<file path="config.mk">
export PLATFORM = sky130hd
export DESIGN_NAME = f_case_sequencer_flat
export DESIGN_NICKNAME = d
export VERILOG_FILES = /design/src/rtl/f_case_sequencer_if.sv /design/src/rtl/f_case_sequencer.sv /design/src/flat_wrapper.sv
export SDC_FILE = /design/constraint.sdc
export NUM_CORES = 2
export LEC_CHECK = 0
export ABC_CLOCK_PERIOD_IN_PS = 79200
export CORE_AREA = 4 4 406 408
export CTS_CLUSTER_DIAMETER = 60
export DETAILED_ROUTE_END_ITERATION = 16
export DIE_AREA = 0 0 410 412
export SLEW_MARGIN = 20
export SYNTH_ARGS = -nofsm -noshare
export SYNTH_HDL_FRONTEND = slang
export SYNTH_SLANG_ARGS = --single-unit
</file>
<file path="constraint.sdc">
create_clock -name clk -period 79.2 [get_ports clk]
set_input_delay 7.92 -clock clk [delete_from_list [all_inputs] [get_ports clk]]
set_output_delay 7.92 -clock clk [all_outputs]
set_load 0.01 [all_outputs]
</file>
<file path="src/rtl/f_case_sequencer_if.sv">
// f_case_sequencer_if: batch load, element issue, result return and F_value bundle
interface f_case_sequencer_if #(
  parameter int J = 14,
  parameter int A = 2
);
  localparam int AWIDTH = $clog2(A) + 1;
  localparam int IDXW = $clog2(J);
  logic [J*64-1:0] H;
  logic H_tvalid;
  logic [J*AWIDTH-1:0] x;
  logic x_tvalid;
  logic busy;
  logic [63:0] elem_H;
  logic [AWIDTH-1:0] elem_x;
  logic [IDXW-1:0] elem_idx;
  logic elem_tvalid;
  logic elem_tlast;
  logic elem_tready;
  logic [AWIDTH-1:0] res_data;
  logic [IDXW-1:0] res_idx;
  logic res_tvalid;
  logic [J*AWIDTH-1:0] F_value;
  logic F_value_tvalid;
  logic err;
  modport master (
    output H, H_tvalid, x, x_tvalid, elem_tready, res_data, res_idx, res_tvalid,
    input busy, elem_H, elem_x, elem_idx, elem_tvalid, elem_tlast, F_value, F_value_tvalid, err
  );
  modport slave (
    input H, H_tvalid, x, x_tvalid, elem_tready, res_data, res_idx, res_tvalid,
    output busy, elem_H, elem_x, elem_idx, elem_tvalid, elem_tlast, F_value, F_value_tvalid, err
  );
endinterface

</file>
<file path="src/rtl/f_case_sequencer.sv">
// f_case_sequencer: loads an H/x batch, issues elements serially, collects out-of-order results into F_value
module f_case_sequencer #(
  parameter int J = 14,
  parameter int A = 2
) (
  input logic clk,
  input logic rst,
  f_case_sequencer_if.slave bus
);
  localparam int AWIDTH = $clog2(A) + 1;
  localparam int IDXW = $clog2(J);
  typedef enum logic [2:0] {IDLE, LOAD, ISSUE, COLLECT, DONE} state_t;
  state_t state, state_n;
  logic have_h, have_x, hn, xn;
  logic [J*64-1:0] hbuf;
  logic [J*AWIDTH-1:0] xbuf, shadow, shadow_n;
  logic [IDXW-1:0] idx;
  logic [J-1:0] rmask, rmask_n;
  logic loading, collecting, res_in, res_ok, hs, last_hs, all_in, err_n;
  assign loading = state == IDLE || state == LOAD;
  assign collecting = state == ISSUE || state == COLLECT;
  assign hn = have_h || bus.H_tvalid;
  assign xn = have_x || bus.x_tvalid;
  assign res_in = int'(bus.res_idx) < J;
  assign res_ok = bus.res_tvalid && res_in;
  assign hs = state == ISSUE && bus.elem_tready;
  assign last_hs = hs && idx == IDXW'(J - 1);
  // the current cycle's result counts toward completion
  assign rmask_n = rmask | ((collecting && res_ok) ? (J'(1) << bus.res_idx) : '0);
  assign all_in = &rmask_n;
  assign err_n = (!loading && (bus.H_tvalid || bus.x_tvalid)) || (bus.res_tvalid && !res_in) ||
                 (collecting && res_ok && rmask[bus.res_idx]) || (loading && bus.res_tvalid);
  always_comb begin
    shadow_n = shadow;
    if (collecting && res_ok) shadow_n[bus.res_idx*AWIDTH +: AWIDTH] = bus.res_data;
  end
  always_ff @(posedge clk or posedge rst)
    if (rst) state <= IDLE;
    else state <= state_n;
  always_comb begin
    state_n = loading ? (hn && xn ? ISSUE : (hn || xn) ? LOAD : IDLE)
            : state == ISSUE ? (last_hs ? (all_in ? DONE : COLLECT) : ISSUE)
            : state == COLLECT ? (all_in ? DONE : COLLECT)
            : IDLE;
  end
  always_comb begin
    bus.busy = !loading;
    bus.elem_tvalid = state == ISSUE;
    bus.elem_H = state == ISSUE ? hbuf[idx*64 +: 64] : '0;
    bus.elem_x = state == ISSUE ? xbuf[idx*AWIDTH +: AWIDTH] : '0;
    bus.elem_idx = state == ISSUE ? idx : '0;
    bus.elem_tlast = state == ISSUE && idx == IDXW'(J - 1);
    bus.F_value_tvalid = state == DONE;
  end
  always_ff @(posedge clk or posedge rst) begin
    if (rst) begin
      have_h <= 1'b0;
      have_x <= 1'b0;
      hbuf <= '0;
      xbuf <= '0;
      idx <= '0;
      rmask <= '0;
      shadow <= '0;
      bus.F_value <= '0;
      bus.err <= 1'b0;
    end else begin
      if (loading && bus.H_tvalid) hbuf <= bus.H;
      if (loading && bus.x_tvalid) xbuf <= bus.x;
      have_h <= state == DONE ? 1'b0 : loading ? hn : have_h;
      have_x <= state == DONE ? 1'b0 : loading ? xn : have_x;
      idx <= loading ? '0 : hs ? (last_hs ? '0 : idx + 1'b1) : idx;
      rmask <= loading ? '0 : rmask_n;
      shadow <= shadow_n;
      if (collecting && state_n == DONE) bus.F_value <= shadow_n;
      bus.err <= bus.err || err_n;
    end
  end
endmodule

</file>
<file path="src/flat_wrapper.sv">
// flat-port wrapper written by rule: the top's interface ports become plain ports
module f_case_sequencer_flat 
#(
  parameter int J = 14,
  parameter int A = 2
)
  (clk, rst, bus_H, bus_H_tvalid, bus_x, bus_x_tvalid, bus_elem_tready, bus_res_data, bus_res_idx, bus_res_tvalid, bus_busy, bus_elem_H, bus_elem_x, bus_elem_idx, bus_elem_tvalid, bus_elem_tlast, bus_F_value, bus_F_value_tvalid, bus_err);
  f_case_sequencer_if #(.J(J), .A(A)) bus_i ();
  input logic clk;
  input logic rst;
  input wire logic [$bits(bus_i.H)-1:0] bus_H;
  input wire logic [$bits(bus_i.H_tvalid)-1:0] bus_H_tvalid;
  input wire logic [$bits(bus_i.x)-1:0] bus_x;
  input wire logic [$bits(bus_i.x_tvalid)-1:0] bus_x_tvalid;
  input wire logic [$bits(bus_i.elem_tready)-1:0] bus_elem_tready;
  input wire logic [$bits(bus_i.res_data)-1:0] bus_res_data;
  input wire logic [$bits(bus_i.res_idx)-1:0] bus_res_idx;
  input wire logic [$bits(bus_i.res_tvalid)-1:0] bus_res_tvalid;
  output wire logic [$bits(bus_i.busy)-1:0] bus_busy;
  output wire logic [$bits(bus_i.elem_H)-1:0] bus_elem_H;
  output wire logic [$bits(bus_i.elem_x)-1:0] bus_elem_x;
  output wire logic [$bits(bus_i.elem_idx)-1:0] bus_elem_idx;
  output wire logic [$bits(bus_i.elem_tvalid)-1:0] bus_elem_tvalid;
  output wire logic [$bits(bus_i.elem_tlast)-1:0] bus_elem_tlast;
  output wire logic [$bits(bus_i.F_value)-1:0] bus_F_value;
  output wire logic [$bits(bus_i.F_value_tvalid)-1:0] bus_F_value_tvalid;
  output wire logic [$bits(bus_i.err)-1:0] bus_err;
  assign bus_i.H = bus_H;
  assign bus_i.H_tvalid = bus_H_tvalid;
  assign bus_i.x = bus_x;
  assign bus_i.x_tvalid = bus_x_tvalid;
  assign bus_i.elem_tready = bus_elem_tready;
  assign bus_i.res_data = bus_res_data;
  assign bus_i.res_idx = bus_res_idx;
  assign bus_i.res_tvalid = bus_res_tvalid;
  assign bus_busy = bus_i.busy;
  assign bus_elem_H = bus_i.elem_H;
  assign bus_elem_x = bus_i.elem_x;
  assign bus_elem_idx = bus_i.elem_idx;
  assign bus_elem_tvalid = bus_i.elem_tvalid;
  assign bus_elem_tlast = bus_i.elem_tlast;
  assign bus_F_value = bus_i.F_value;
  assign bus_F_value_tvalid = bus_i.F_value_tvalid;
  assign bus_err = bus_i.err;
  f_case_sequencer #(.J(J), .A(A)) u_core (.clk(clk), .rst(rst), .bus(bus_i));
endmodule
</file>
; ---- Yosys cells after proc, flatten, opt, wreduce, memory -nomap -nowiden
; Cells that the tools add are included.
[word_totals]
in_bits = 936
out_inout_bits = 103
word_cells = 78
ff_bits = 1004
[classes]
reduce_logical = 29
n_bitwise = 1
n_shift = 5
add_sub_neg = 2
n_mux = 23
n_lt_le_gt_ge = 2
n_eq_ne = 6
[ops]
columns = op, n
row1 = 896-bit by 11-bit indexed part select with 64-bit output, 1
row2 = 64-bit 2-to-1 mux, 1
row3 = 5-bit negation with 34-bit output, 1
row4 = 2-bit by 34-bit variable shift with 28-bit output (first input constant), 1
row5 = 2-bit by 34-bit indexed part select with 28-bit output, 1
row6 = 28-bit bitwise mux, 1
row7 = 14-bit 2-to-1 mux, 2
row8 = 28-bit 2-to-1 mux, 1
row9 = 28-bit by 6-bit indexed part select with 2-bit output, 1
row10 = 3-bit 2-to-1 mux, 6
row11 = 4-bit 2-to-1 mux, 4
row12 = 14-bit OR, 1
row13 = 14-bit AND reduction, 1
row14 = 1-bit by 4-bit left shift with 14-bit output (first input constant), 1
row15 = 1-bit logical AND, 13
row16 = 1-bit logical OR, 10
row17 = 3-bit by 2-bit == test with 1-bit output (second input constant), 2
row18 = 3-bit == test (second input constant), 2
row19 = 1-bit 2-to-1 mux, 6
row20 = 4-bit by 5-bit < comparator with 1-bit output (second input constant), 1
row21 = 4-bit by 1-bit adder with 4-bit output (second input constant), 1
row22 = 1-bit binary-select mux with 4-bit select, 1
row23 = 4-bit == test (second input constant), 1
row24 = 4-bit < comparator (second input constant), 1
row25 = other kinds (5), 7

; ---- Logic depth before layout (Yosys ltp)
[depth]
depth_word = 12
ltp_mapped = 10
ltp_nobuf = 8

; ---- Worst setup path before layout
; Ideal clock, no wire load.
[synth_timing]
path_type = input-to-reg
startpoint = in bus_res_idx[2]
endpoint = reg u_core.bus.F_value[27]
arrival_ns = 10.150
setup_time_ns = 0.125
cell_stages = 8
setup_slack_ns = 68.925
required_ns = 79.075
path_buffers = 2
path_cell_list = buf_2 > buf_1 > nor3_1 > ha_1 > or3_4 > nor4b_1 > mux2_2 > mux2_4
[synth_between]
word_cells_on_any_way = 19
classes_between = add/sub: 1 / order compare: 1 / eq/ne: 1 / shift: 3 / mux: 8 / bitwise: 1 / reduce/logical: 4
[synth_rtl]
columns = element, line_no
row1 = from (decl), flat_wrapper.sv:17  ; input wire logic [$bits(bus_i.res_idx)-1:0] bus_res_idx;
row2 = 5-bit negation with 34-bit output / 4-bit < comparator (equally long branches), "f_case_sequencer.sv:35, f_case_sequencer.sv:24"
row3 = "2-bit by 34-bit indexed part select with 28-bit output, or another cell as far along", f_case_sequencer.sv:35  ; if (collecting && res_ok) shadow_n[bus.res_idx*AWIDTH +: AWIDTH] = bus.res_data;
row4 = 28-bit bitwise mux / 1-bit logical AND (equally long branches), f_case_sequencer.sv:35
row5 = 28-bit 2-to-1 mux *, f_case_sequencer.sv:35
row6 = via u_core.shadow_n[27], f_case_sequencer.sv:16  ; logic [J*AWIDTH-1:0] xbuf, shadow, shadow_n;
row7 = to (signal assigned), f_case_sequencer.sv:74  ; if (collecting && state_n == DONE) bus.F_value <= shadow_n;
row8 = to (decl), f_case_sequencer_if.sv:31  ; output busy, elem_H, elem_x, elem_idx, elem_tvalid, elem_tlast, F_value, F_value_tvalid, err
; The timed path passes the listed nets; every way through them passes the cells marked *.
; A chain may end at the register's enable or synchronous reset.

; ---- Worst setup path in the final report
[layout_timing]
startpoint = reg u_core.idx[0]
endpoint = out bus_elem_H[17]
[layout_between]
elab_chain_cells = 2
[layout_rtl]
columns = element, line_no
row1 = from (decl), f_case_sequencer.sv:17  ; logic [IDXW-1:0] idx;
row2 = from (signal assigned), f_case_sequencer.sv:71  ; idx <= loading ? '0 : hs ? (last_hs ? '0 : idx + 1'b1) : idx;
row3 = 896-bit by 11-bit indexed part select with 64-bit output, f_case_sequencer.sv:49  ; bus.elem_H = state == ISSUE ? hbuf[idx*64 +: 64] : '0;
row4 = 64-bit 2-to-1 mux, f_case_sequencer.sv:49
row5 = to (decl), flat_wrapper.sv:20  ; output wire logic [$bits(bus_i.elem_H)-1:0] bus_elem_H;
; No other way between the ends.

==> results_dict.tcl <==
set metrics [dict create \
    clk_latency_ns 0.75 \
    synth_area_um2 45950 \
    drcViolationCount 0 \
    wl_um 184500 \
    io_buffers 1038 \
    cts-root-buf "clkbuf_16" \
    rr_worst_depth 9 \
    relSlewSlack_pct 16.16 \
    hold_ws_ns 0.4692 \
    ir_drop_mv 0.02121 \
    p_clk_share_pct 31.5 \
    io_pins 1039 \
    h-tree-depth 3 \
    hold_path_class "reg2reg" \
    areaGrowthSynthToFinish_pct 36.55 \
    min_period_ns 13.34 \
    finalCritPeriodShare_pct 16.85 \
    setup_viol 0 \
    clkTransAtPathRegs_ns 0.06 \
    clock-sinks 1004 \
    die_w_um 410 \
    drive_gt1_share_pct 9.447 \
    die_area_um2 168900 \
    tns_ns 0 \
    dr.pass1.iters 7 \
    nets 6770 \
    r2r_start "u_core.state[2]$_DFF_PP0_" \
    timing.rr.end "u_core.hbuf[341]$_DFFE_PP0P_" \
    min_path_cells 2 \
    seq_area_frac_synth_pct 54.68 \
    ff2ff_setup_slack_ns 74.29 \
    grt_start_max_net_pins 239 \
    combPwrFrac_pct 33.6 \
    core-area_um2 161700 \
    grt_util_all_layers_pct 20.95 \
    synth_top_area_share_pct 54.68 \
    via_count 38600 \
    max_stage_delay_ns 0.73 \
    powerDensity_nw_per_um2 29.61 \
    antenna_found_initial 63 \
    grt_overflow 0 \
    yosys_most_used_dff "dfrtp_1" \
    crit_arrival_ns 5.42 \
    yosysUniqueCellTypes 49 \
    hpwl_um 136200 \
    yosys-top-cells-area "dfrtp_1 (55%), nand2_1 (22%), mux4_2 (9.9%)" \
    post_drt_via_cell_ratio 4.738 \
    end_kind "output port" \
    worstPathCellList "buf_12, buf_4, buf_4, mux4_2, inv_1, o22ai_1, a21oi_1, nor2_1, clkdlybuf4s50_1" \
    synthCells 4924 \
    multi_input_area_um2 19320 \
    start_util_pct 28.42 \
    cp_max_fo 78 \
    yosysTopAreaCell "dfrtp_1" \
    wl_per_cell_um 22.64 \
    worstSetupPathType "reg2out" \
    ys_ff_latch 1004 \
    p_leak_uw 0.03014 \
    rsz0062_at_grt "no" \
    fp.dieH_um 412 \
    grt_pass1_vias 38730 \
    antenna_left 0 \
    status "complete, no violations" \
    cts_buffers 120 \
    row_count 148 \
    postCtsHoldBufs 0 \
    synth_edf_count 0 \
    cts_tree "done" \
    drt_iter0_markers 3765 \
    synth_nets 5870 \
    place.gp.congestion 0.9127 \
    min_to "u_core.hbuf[185]$_DFFE_PP0P_" \
    required_ns 71.28 \
    p_switching_uw 646.8 \
    yosysWarnings 0 \
    seqPwrFrac_pct 34.9 \
    timing.final.max_slew_violations 0 \
    synth-async-reset-ratio_pct 100.0 \
    clock_path_buffers 3 \
    ctsResizeCount 0 \
    max_cap_viol_count 0 \
    tightest_slew_ns 1.258 \
    post_cts_buffers 0 \
    fill_cells 16080 \
    cp_slowest_cell "buf_4" \
    seq_area_um2 25140 \
    internal_power_uw 1211 \
    worst_clock_skew_ns 0.05616 \
    total_power_uw 1858 \
    hold_start "u_core.hbuf[185]$_DFFE_PP0P_" \
    grt_pass1_wl_um 263300 \
    cpMostUsedCell "buf_4" \
    startpoint_type "flip-flop" \
    hold_viol 0 \
    syn_avg_cell_area_um2 9.332 \
    swShare_pct 34.82 \
    max_freq_mhz 74.94 \
]
[cell families after synthesis]
kind of cell             after synthesis  synth area share, %
AO/OA/AOI/OAI                        170                2.127
adder cells (fa/ha/maj)               10               0.2723
buffers and inverters                388                3.333
flip-flops                          1004                54.68
multiplexers                         422                15.09
AND/OR/NAND/NOR                     2930                24.50
[state kept, by name, summed over array words and instances, names as in the netlist]
register,count
u_core.hbuf,896
u_core.xbuf,28
u_core.rmask,14
u_core.have_h,1
u_core.shadow,28
u_core.idx,4
u_core.bus.F_value,28
u_core.state,3
u_core.bus.err,1
u_core.have_x,1
[metrics by stage]
| step | util [%] | worst slack (ns) | instances | instance area (um2) |
|---|---|---|---|---|
| finish | 38.81 | 65.86 | 8147 | 62740 |
| global placement | 36.09 | 66.65 | 7877 | 58340 |
| detailed placement | 36.09 | 66.61 | 7877 | 58340 |
| CTS | 38.74 | 65.86 | 8103 | 62620 |
| floorplan | - | 43.03 | 4924 | 45950 |
| global route | 38.80 | 65.56 | 8137 | 62720 |
[power groups by stage]
stage | registers [uW] | logic (uW) | clock network [uW]
after global routing | 655 | 670 | 619
after CTS | 646 | 630 | 597
after detailed placement | 655 | 627 | 0
after global placement | 653 | 623 | 0
final | 647 | 624 | 586
after floorplan | 626 | 359 | 0
[cells in the mapped netlist, types with 2 or more instances]
master / instances
and3_1: 2
dfrtp_1: 1004
buf_1: 26
mux2i_1: 135
ha_1: 10
buf_2: 33
o21ai_0: 7
nor2b_1: 4
o21a_1: 2
nor4b_1: 3
nor2_1: 166
mux4_2: 202
nand3_1: 8
or3b_2: 2
a21oi_1: 78
a31oi_1: 8
clkbuf_1: 247
nand2_1: 2699
and2_1: 9
buf_6: 4
o22ai_1: 66
nand4_1: 11
nor3_1: 3
and4_1: 2
and4b_1: 2
or2_2: 2
nand4b_1: 4
nor3b_1: 3
o31ai_1: 2
mux2_4: 20
inv_1: 77
mux2_2: 65
a32oi_1: 2
[metal layers]
layer  global-route usage (%)  vias to the layer above  wire length [um]
met5                        0                        -               138
met4                    7.951                       20              6654
met3                    4.968                      289             13610
met2                    32.00                     1460             84000
met1                    28.90                    19210             80080
li1                         -                    17620                 -
[how the worst max path moves through the flow]
stage,startpoint,to,slack [ns],cells after the start
6_report,u_core.idx[0]$_DFFE_PP0P_,bus_elem_H[17],65.86,9
5_1_grt,u_core.idx[0]$_DFFE_PP0P_,bus_elem_H[15],65.56,9
4_1_cts,u_core.idx[0]$_DFFE_PP0P_,bus_elem_H[35],65.86,8
3_5_place_dp,rst,u_core.hbuf[538]$_DFFE_PP0P_,66.61,6
3_3_place_gp,rst,u_core.hbuf[666]$_DFFE_PP0P_,66.65,6
2_1_floorplan,rst,u_core.bus.F_value[0]$_DFFE_PP0P_,43.03,1
[cells in the final DEF, fill, tap and decap left out, types with 3 or more instances in the layout]
cell	netlist	routed
clkbuf_8	0	36
mux2i_1	135	134
nor3b_1	3	3
ha_1	10	10
clkbuf_16	0	120
nand4b_1	4	4
a31oi_1	8	8
o21ai_0	7	7
nand2_1	2699	2697
clkinv_2	0	10
dfrtp_1	1004	1000
nor2_1	166	166
and2_1	9	8
bufinv_16	0	10
nor4b_1	3	3
nor2b_1	4	4
mux2_4	20	20
buf_4	1	41
nand4_1	11	11
clkdlybuf4s50_1	0	1038
nor3_1	3	3
buf_12	0	8
inv_6	0	7
dfrtp_4	0	4
clkbuf_1	247	24
mux4_2	202	202
mux2_2	65	65
o22ai_1	66	66
diode_2	0	44
nand3_1	8	8
clkinv_16	0	5
a21oi_1	78	78
clkinvlp_4	0	9
inv_1	77	76
[critical path, delay by kind of cell, from the launching register on]
family          cells  cell delay, ns
compound gates      2            0.56
buf+inv             5            2.34
flops               1            0.62
mux                 1            0.58
simple gates        1            0.10
[area by class of cell]
class / instances / share of cell area, %
inverter: 77 / 0.4726
clock buffer: 180 / 5.719
timing repair buffer: 1089 / 17.34
tap: 2175 / 4.337
sequential: 1004 / 40.07
clock inverter: 46 / 1.101
multi-input combinational: 3532 / 30.79
antenna: 44 / 0.1755
No activity file was read; power rests on OpenSTA's default activity.
